[config.mk]
export PLATFORM = sky130hd
export DESIGN_NAME = atomic_exec_unit
export DESIGN_NICKNAME = d
export VERILOG_FILES = /design/src/rtl/atomic_exec_unit.sv
export SDC_FILE = /design/constraint.sdc
export NUM_CORES = 1
export LEC_CHECK = 0
export CORE_ASPECT_RATIO = 1.1
export CORE_MARGIN = 4
export CORE_UTILIZATION = 70
export DETAILED_ROUTE_END_ITERATION = 16
export DONT_BUFFER_PORTS = 1
export HOLD_SLACK_MARGIN = 0.08
export PLACE_DENSITY = 0.86
export SLEW_MARGIN = 0
export SYNTH_ARGS = -nofsm -noshare
export SYNTH_HDL_FRONTEND = slang
export SYNTH_SLANG_ARGS = --single-unit
[constraint.sdc]
create_clock -name clk -period 9.1 [get_ports clk]
set_input_delay 0.91 -clock clk [delete_from_list [all_inputs] [get_ports clk]]
set_output_delay 0.91 -clock clk [all_outputs]
set_load 0.05 [all_outputs]
[src/rtl/atomic_exec_unit.sv]
// -----------------------------------------------------------------------------
// atomic_exec_unit
//
// Atomic-memory execution unit for the MEM stage. Accepts one atomic request
// over a valid/ready handshake and executes it as a locked read-modify-write
// against the data-cache port. All RV-A arithmetic, logic, swap and signed or
// unsigned min/max operations are supported.
//
// Optional feature macro: AMO_LRSC_EN
//   defined   : LR/SC with a granule-based reservation, timeout counter and
//               snoop invalidation.
//   undefined : LR (9) and SC (10) behave as reserved ops, snoop inputs are
//               ignored and no reservation logic is built.
//
// Ports
//   clk, rst                  clock, asynchronous active-high reset
//   req_valid/req_ready       request handshake (ready = unit idle)
//   req_op/addr/operand       op code, target address, rs2 value
//   rsp_valid/rsp_data        one-cycle completion pulse with rd result
//   mem_read/mem_write        memory strobes, held until mem_resp
//   mem_addr/mem_wdata        registered address and store data
//   mem_rdata/mem_resp        load data and memory handshake
//   lock/locked_address       bus lock and locked address (AMO only)
//   snoop_valid/snoop_addr    write by another agent
//
// state | meaning
// ------+-----------------------------------------------------------
// IDLE  | ready for a request; SC success is decided here
// LOAD  | mem_read held until mem_resp; loaded word captured
// CALC  | AMO result computed from loaded word and operand
// STORE | mem_write held until mem_resp
// RESP  | rsp_valid pulse with result
// -----------------------------------------------------------------------------
module atomic_exec_unit #(
  parameter int XLEN          = 32,
  parameter int RSV_GRAN_LOG2 = 2,
  parameter int RSV_TIMEOUT   = 64
) (
  input  logic            clk,
  input  logic            rst,
  input  logic            req_valid,
  output logic            req_ready,
  input  logic [3:0]      req_op,
  input  logic [XLEN-1:0] req_addr,
  input  logic [XLEN-1:0] req_operand,
  output logic            rsp_valid,
  output logic [XLEN-1:0] rsp_data,
  output logic            mem_read,
  output logic            mem_write,
  output logic [XLEN-1:0] mem_addr,
  output logic [XLEN-1:0] mem_wdata,
  input  logic [XLEN-1:0] mem_rdata,
  input  logic            mem_resp,
  output logic            lock,
  output logic [XLEN-1:0] locked_address,
  input  logic            snoop_valid,
  input  logic [XLEN-1:0] snoop_addr
);

  typedef enum logic [2:0] {
    S_IDLE,
    S_LOAD,
    S_CALC,
    S_STORE,
    S_RESP
  } state_t;

  localparam logic [3:0] OP_ADD  = 4'd0;
  localparam logic [3:0] OP_AND  = 4'd1;
  localparam logic [3:0] OP_OR   = 4'd2;
  localparam logic [3:0] OP_XOR  = 4'd3;
  localparam logic [3:0] OP_SWAP = 4'd4;
  localparam logic [3:0] OP_MIN  = 4'd5;
  localparam logic [3:0] OP_MAX  = 4'd6;
  localparam logic [3:0] OP_MINU = 4'd7;
  localparam logic [3:0] OP_MAXU = 4'd8;
  localparam logic [3:0] OP_LR   = 4'd9;
  localparam logic [3:0] OP_SC   = 4'd10;

  state_t            state_q, state_d;
  logic [3:0]        op_q, op_d;
  logic [XLEN-1:0]   addr_q, addr_d;
  logic [XLEN-1:0]   operand_q, operand_d;
  logic [XLEN-1:0]   wdata_q, wdata_d;
  // Holds the loaded word for AMO/LR, or the SC status / reserved-op zero.
  logic [XLEN-1:0]   result_q, result_d;

  logic              is_amo_q;
  logic              accept;
  logic [XLEN-1:0]   amo_new;
  logic              sc_ok;

  assign accept   = req_valid && (state_q == S_IDLE);
  assign is_amo_q = (op_q <= OP_MAXU);

  // ---------------------------------------------------------------------------
  // AMO combine: result_q holds the loaded word while in CALC.
  // ---------------------------------------------------------------------------
  always_comb begin
    amo_new = operand_q;
    case (op_q)
      OP_ADD:  amo_new = result_q + operand_q;
      OP_AND:  amo_new = result_q & operand_q;
      OP_OR:   amo_new = result_q | operand_q;
      OP_XOR:  amo_new = result_q ^ operand_q;
      OP_SWAP: amo_new = operand_q;
      OP_MIN:  amo_new = ($signed(result_q) < $signed(operand_q)) ? result_q : operand_q;
      OP_MAX:  amo_new = ($signed(result_q) > $signed(operand_q)) ? result_q : operand_q;
      OP_MINU: amo_new = (result_q < operand_q) ? result_q : operand_q;
      OP_MAXU: amo_new = (result_q > operand_q) ? result_q : operand_q;
      default: amo_new = operand_q;
    endcase
  end

`ifdef AMO_LRSC_EN
  // ---------------------------------------------------------------------------
  // Reservation: granule index, validity, age counter.
  // ---------------------------------------------------------------------------
  localparam int CNT_W = $clog2(RSV_TIMEOUT + 1);

  logic              rsv_valid_q, rsv_valid_d;
  logic [XLEN-1:0]   rsv_gran_q, rsv_gran_d;
  logic [CNT_W-1:0]  rsv_cnt_q, rsv_cnt_d;
  // Set when a snoop hits the LR's own granule while the LR is still loading.
  logic              lr_snooped_q, lr_snooped_d;

  logic [XLEN-1:0]   req_gran, addr_gran, snoop_gran;
  logic              snoop_rsv_hit;
  logic              snoop_lr_hit;
  logic              lr_done;

  assign req_gran      = req_addr >> RSV_GRAN_LOG2;
  assign addr_gran     = addr_q >> RSV_GRAN_LOG2;
  assign snoop_gran    = snoop_addr >> RSV_GRAN_LOG2;
  assign snoop_rsv_hit = snoop_valid && rsv_valid_q && (snoop_gran == rsv_gran_q);
  assign snoop_lr_hit  = snoop_valid && (snoop_gran == addr_gran);
  assign lr_done       = (state_q == S_LOAD) && (op_q == OP_LR) && mem_resp;
  assign sc_ok         = rsv_valid_q && (req_gran == rsv_gran_q) && !snoop_rsv_hit;

  always_comb begin
    rsv_valid_d  = rsv_valid_q;
    rsv_gran_d   = rsv_gran_q;
    rsv_cnt_d    = rsv_cnt_q;
    lr_snooped_d = lr_snooped_q;

    if (accept) begin
      lr_snooped_d = 1'b0;
    end else if ((state_q == S_LOAD) && snoop_lr_hit) begin
      lr_snooped_d = 1'b1;
    end

    if (rsv_valid_q) begin
      if (rsv_cnt_q != CNT_W'(RSV_TIMEOUT)) begin
        rsv_cnt_d = rsv_cnt_q + 1'b1;
      end
      // Counter reaches RSV_TIMEOUT on this edge: reservation expires.
      if (rsv_cnt_q >= CNT_W'(RSV_TIMEOUT - 1)) begin
        rsv_valid_d = 1'b0;
      end
      if (snoop_rsv_hit) begin
        rsv_valid_d = 1'b0;
      end
      if ((state_q == S_STORE) && is_amo_q && (addr_gran == rsv_gran_q)) begin
        rsv_valid_d = 1'b0;
      end
    end

    if (accept && (req_op == OP_SC)) begin
      rsv_valid_d = 1'b0;
    end

    if (lr_done) begin
      rsv_valid_d = !(lr_snooped_q || snoop_lr_hit);
      rsv_gran_d  = addr_gran;
      rsv_cnt_d   = '0;
    end
  end

  always_ff @(posedge clk or posedge rst) begin
    if (rst) begin
      rsv_valid_q  <= 1'b0;
      rsv_gran_q   <= '0;
      rsv_cnt_q    <= '0;
      lr_snooped_q <= 1'b0;
    end else begin
      rsv_valid_q  <= rsv_valid_d;
      rsv_gran_q   <= rsv_gran_d;
      rsv_cnt_q    <= rsv_cnt_d;
      lr_snooped_q <= lr_snooped_d;
    end
  end
`else
  logic unused_lrsc;
  assign sc_ok       = 1'b0;
  assign unused_lrsc = ^{snoop_valid, snoop_addr, sc_ok}
                       ^ (RSV_GRAN_LOG2 != RSV_TIMEOUT);
`endif

  // ---------------------------------------------------------------------------
  // Next-state / datapath
  // ---------------------------------------------------------------------------
  always_comb begin
    state_d   = state_q;
    op_d      = op_q;
    addr_d    = addr_q;
    operand_d = operand_q;
    wdata_d   = wdata_q;
    result_d  = result_q;

    case (state_q)
      S_IDLE: begin
        if (req_valid) begin
          op_d      = req_op;
          addr_d    = req_addr;
          operand_d = req_operand;
          if (req_op <= OP_MAXU) begin
            state_d = S_LOAD;
          end
`ifdef AMO_LRSC_EN
          else if (req_op == OP_LR) begin
            state_d = S_LOAD;
          end else if (req_op == OP_SC) begin
            if (sc_ok) begin
              state_d  = S_STORE;
              wdata_d  = req_operand;
              result_d = '0;
            end else begin
              state_d  = S_RESP;
              result_d = XLEN'(1);
            end
          end
`endif
          else begin
            state_d  = S_RESP;
            result_d = '0;
          end
        end
      end
      S_LOAD: begin
        if (mem_resp) begin
          result_d = mem_rdata;
          state_d  = (op_q == OP_LR) ? S_RESP : S_CALC;
        end
      end
      S_CALC: begin
        wdata_d = amo_new;
        state_d = S_STORE;
      end
      S_STORE: begin
        if (mem_resp) begin
          state_d = S_RESP;
        end
      end
      S_RESP: begin
        state_d = S_IDLE;
      end
      default: begin
        state_d = S_IDLE;
      end
    endcase
  end

  always_ff @(posedge clk or posedge rst) begin
    if (rst) begin
      state_q   <= S_IDLE;
      op_q      <= '0;
      addr_q    <= '0;
      operand_q <= '0;
      wdata_q   <= '0;
      result_q  <= '0;
    end else begin
      state_q   <= state_d;
      op_q      <= op_d;
      addr_q    <= addr_d;
      operand_q <= operand_d;
      wdata_q   <= wdata_d;
      result_q  <= result_d;
    end
  end

  // ---------------------------------------------------------------------------
  // Outputs: decoded from registered state only, so reset drops them at once.
  // ---------------------------------------------------------------------------
  assign req_ready      = (state_q == S_IDLE);
  assign mem_read       = (state_q == S_LOAD);
  assign mem_write      = (state_q == S_STORE);
  assign mem_addr       = (mem_read || mem_write) ? addr_q : '0;
  assign mem_wdata      = mem_write ? wdata_q : '0;
  assign lock           = is_amo_q && ((state_q == S_LOAD) || (state_q == S_CALC) ||
                                       (state_q == S_STORE));
  assign locked_address = lock ? addr_q : '0;
  assign rsp_valid      = (state_q == S_RESP);
  assign rsp_data       = rsp_valid ? result_q : '0;

endmodule

==> results.json <==
{
  "status": "complete, no violations",
  "netlist_area_sq_um": 10900,
  "core_area_sq_um": 15100,
  "start_kind": "flip-flop",
  "finalCriticalPeriod_ns": 4.57,
  "synth_xor_area_share_pct": 1.36,
  "avgSynthCellArea_sq_um": 8.13,
  "pin_count": 270,
  "clock_latency_ns": 0.43,
  "ys.flop_type": "dfrtp_1",
  "syn2layout_area_growth_pct": 5.97,
  "grt_pass1_vias": 9848,
  "cts_setup_buffers": 0,
  "drt-total-wl_mm": 32.6,
  "fp.dieH_microns": 139,
  "synthDistinctLibCells": 66,
  "use_met2_pct": 59.5,
  "hold_viol": 0,
  "layout_common_cells": "nand2_1, o21ai_0, dfrtp_1",
  "synth_top_family_by_area": "compound AO/OA/AOI/OAI gates",
  "fin_crit_sh_pct": 50.3,
  "cts_hold_buf": 0,
  "worstReg2RegEnd": "wdata_q[26]",
  "tns_ns": 0,
  "async_flop_share_pct": 100,
  "crit_start": "result_q[17]",
  "syn_nets": 1569,
  "yosysWarnings": 0,
  "cts.sinks": 135,
  "gp_congestion": 0.945,
  "ant_nets": 0,
  "arrival_ns": 4.90,
  "viasPerCell": 6.85,
  "synth-edff-count": 0,
  "reg2reg_depth": 13,
  "wl_per_cell_microns": 22.0,
  "worstPathMaxFanout": 17,
  "reg2reg_slack_ns": 4.53,
  "rows": 47,
  "crit_type": "flip-flop to flip-flop",
  "postSynthCellCount": 1335,
  "cp-end-kind": "flip-flop",
  "synth-simple-area-share_pct": 21.2,
  "track_usage_pct": 36.3,
  "cts_max_path_buffers": 2,
  "crit_required_ns": 9.43,
  "nets": 1507,
  "initial_utilization_pct": 71.8,
  "cts_tree": "yes",
  "clock_skew_ns": 0.00854,
  "cts_buffers": 17,
  "drtIter0Drc": 1150,
  "grt_pass1_wl_mm": 51.8,
  "hold_path_class": "input pin to async pin",
  "fp.dieW_microns": 127,
  "synth_adder_area_share_pct": 11.2,
  "synth_compound_area_share_pct": 22.2,
  "clkTransAtPathRegs_ns": 0.06,
  "drt_pass1_iterations": 8,
  "use_met1_pct": 46.8,
  "cap_violations": 0,
  "post-route-drc-count": 0,
  "seq_area_frac_synth_pct": 31.1,
  "diodes": 0,
  "drive_gt1_share_pct": 11.0,
  "met3_usage_pct": 7.59,
  "ctsResizeCount": 0,
  "worstReg2RegStart": "result_q[17]",
  "grt_start_max_net_pins": 85,
  "die_area_sq_um": 17600,
  "vias": 10155,
  "tightest_slew_ns": 1.29,
  "fmax_mhz": 219,
  "layout_commonest_cell": "nand2_1",
  "max_slew_margin_pct": 13.4,
  "cts_htree_levels": 4,
  "ys_ff_latch": 135,
  "setup_viol": 0,
  "root_buffer": "clkbuf_16",
  "maxSlewViolCount": 0,
  "rsz0062_at_grt": "no",
  "gr-max-usage-layer": "met2",
  "muxShareOfSynthArea_pct": 6.25,
  "portBuffers": 0,
  "antenna_found_initial": 0,
  "dpl.hpwl_mm": 21.6,
  "globalRoute.totalOverflow": 0
}
-- cell type report --
cell class              instances  area [sq um]
clock inverters                14           173
flip-flops and latches        135          3380
clock buffers                  18           439
multi-input cells            1020          6830
well taps                     196           245
repair buffers                 17           128
inverters                      82           313
fillers                      1145          3610
-- state kept, by name, summed over array words and instances, names as in the netlist --
name	flops
operand_q	32
addr_q	32
result_q	32
op_q	4
wdata_q	32
state_q	3
-- Yosys cell counts, types with 4 or more instances --
cell / count / area (sq um)
nand2_1: 181 / 679
o21ai_0: 137 / 686
dfrtp_1: 135 / 3380
ha_1: 96 / 1200
a21oi_1: 91 / 455
inv_1: 82 / 308
clkbuf_1: 81 / 304
nor2_1: 80 / 300
and2_1: 70 / 438
and3_1: 69 / 432
mux2_2: 54 / 608
o22ai_1: 21 / 131
a221oi_1: 18 / 158
nor2b_1: 13 / 81.3
a21o_1: 12 / 90.1
xnor2_1: 12 / 105
a211oi_1: 11 / 82.6
a221o_1: 11 / 110
nor3_1: 11 / 55.1
o211ai_1: 10 / 75.1
o21bai_1: 10 / 75.1
buf_2: 9 / 45.0
a31oi_1: 8 / 50.1
mux2i_1: 7 / 70.1
nand3_1: 7 / 35.0
nand4_1: 7 / 43.8
a221oi_2: 6 / 90.1
o221ai_1: 6 / 52.6
o21a_1: 4 / 30.0
o22a_1: 4 / 35.0
o31ai_1: 4 / 30.0
or2_2: 4 / 25.0
-- cell families after synthesis --
kind of cell,Yosys count
and+or+nand+nor,465
AOI/OAI and AO/OA,381
buffers and inverters,180
DFF,135
adders and majority gates,97
muxes,61
xor gates and xnor gates,16
-- how the worst max path moves through the flow --
stage | endpoint | slack (ns) | cells after the start
after floorplan | addr_q[0] | 4.58 | 1
after global placement | wdata_q[26] | 4.65 | 13
after detailed placement | wdata_q[26] | 4.62 | 13
after CTS | wdata_q[26] | 4.54 | 13
after global routing | wdata_q[26] | 4.26 | 13
final | wdata_q[26] | 4.53 | 13
-- through the flow --
step	utilization [%]	instances	hold slack (ns)	setup WS, ns	area [sq um]
after detailed placement	72.1	1450	0.495	4.62	10900
final	76.1	1482	0.493	4.53	11500
after floorplan	-	1335	0.474	4.58	10900
after global placement	72.1	1450	0.487	4.65	10900
after global routing	76.1	1482	0.530	4.26	11500
after CTS	76.1	1482	0.508	4.54	11500
-- per-layer routing --
| layer | share of wire [%] | vias to the layer above |
|---|---|---|
| li1 | - | 4537 |
| met1 | 38 | 4860 |
| met2 | 48 | 642 |
| met3 | 11 | 116 |
| met4 | 3.4 | 0 |
| met5 | 0 | - |
-- worst max-delay path, stage by stage (launching register included) --
cell       delay (ns)
dfrtp_1          0.54
inv_1            0.14
ha_1             0.56
nor2b_1          0.09
o21bai_1         0.16
a21oi_1          0.12
a2111oi_2        0.48
nand3_2          0.41
a32oi_2          0.84
buf_4            0.43
a221o_1          0.20
a21oi_1          0.05
o21a_1           0.23
a211oi_1         0.21
Power is left out: the tool's default activity adds up to more than one toggle a clock period on the data nets, which glitch-free logic cannot reach.
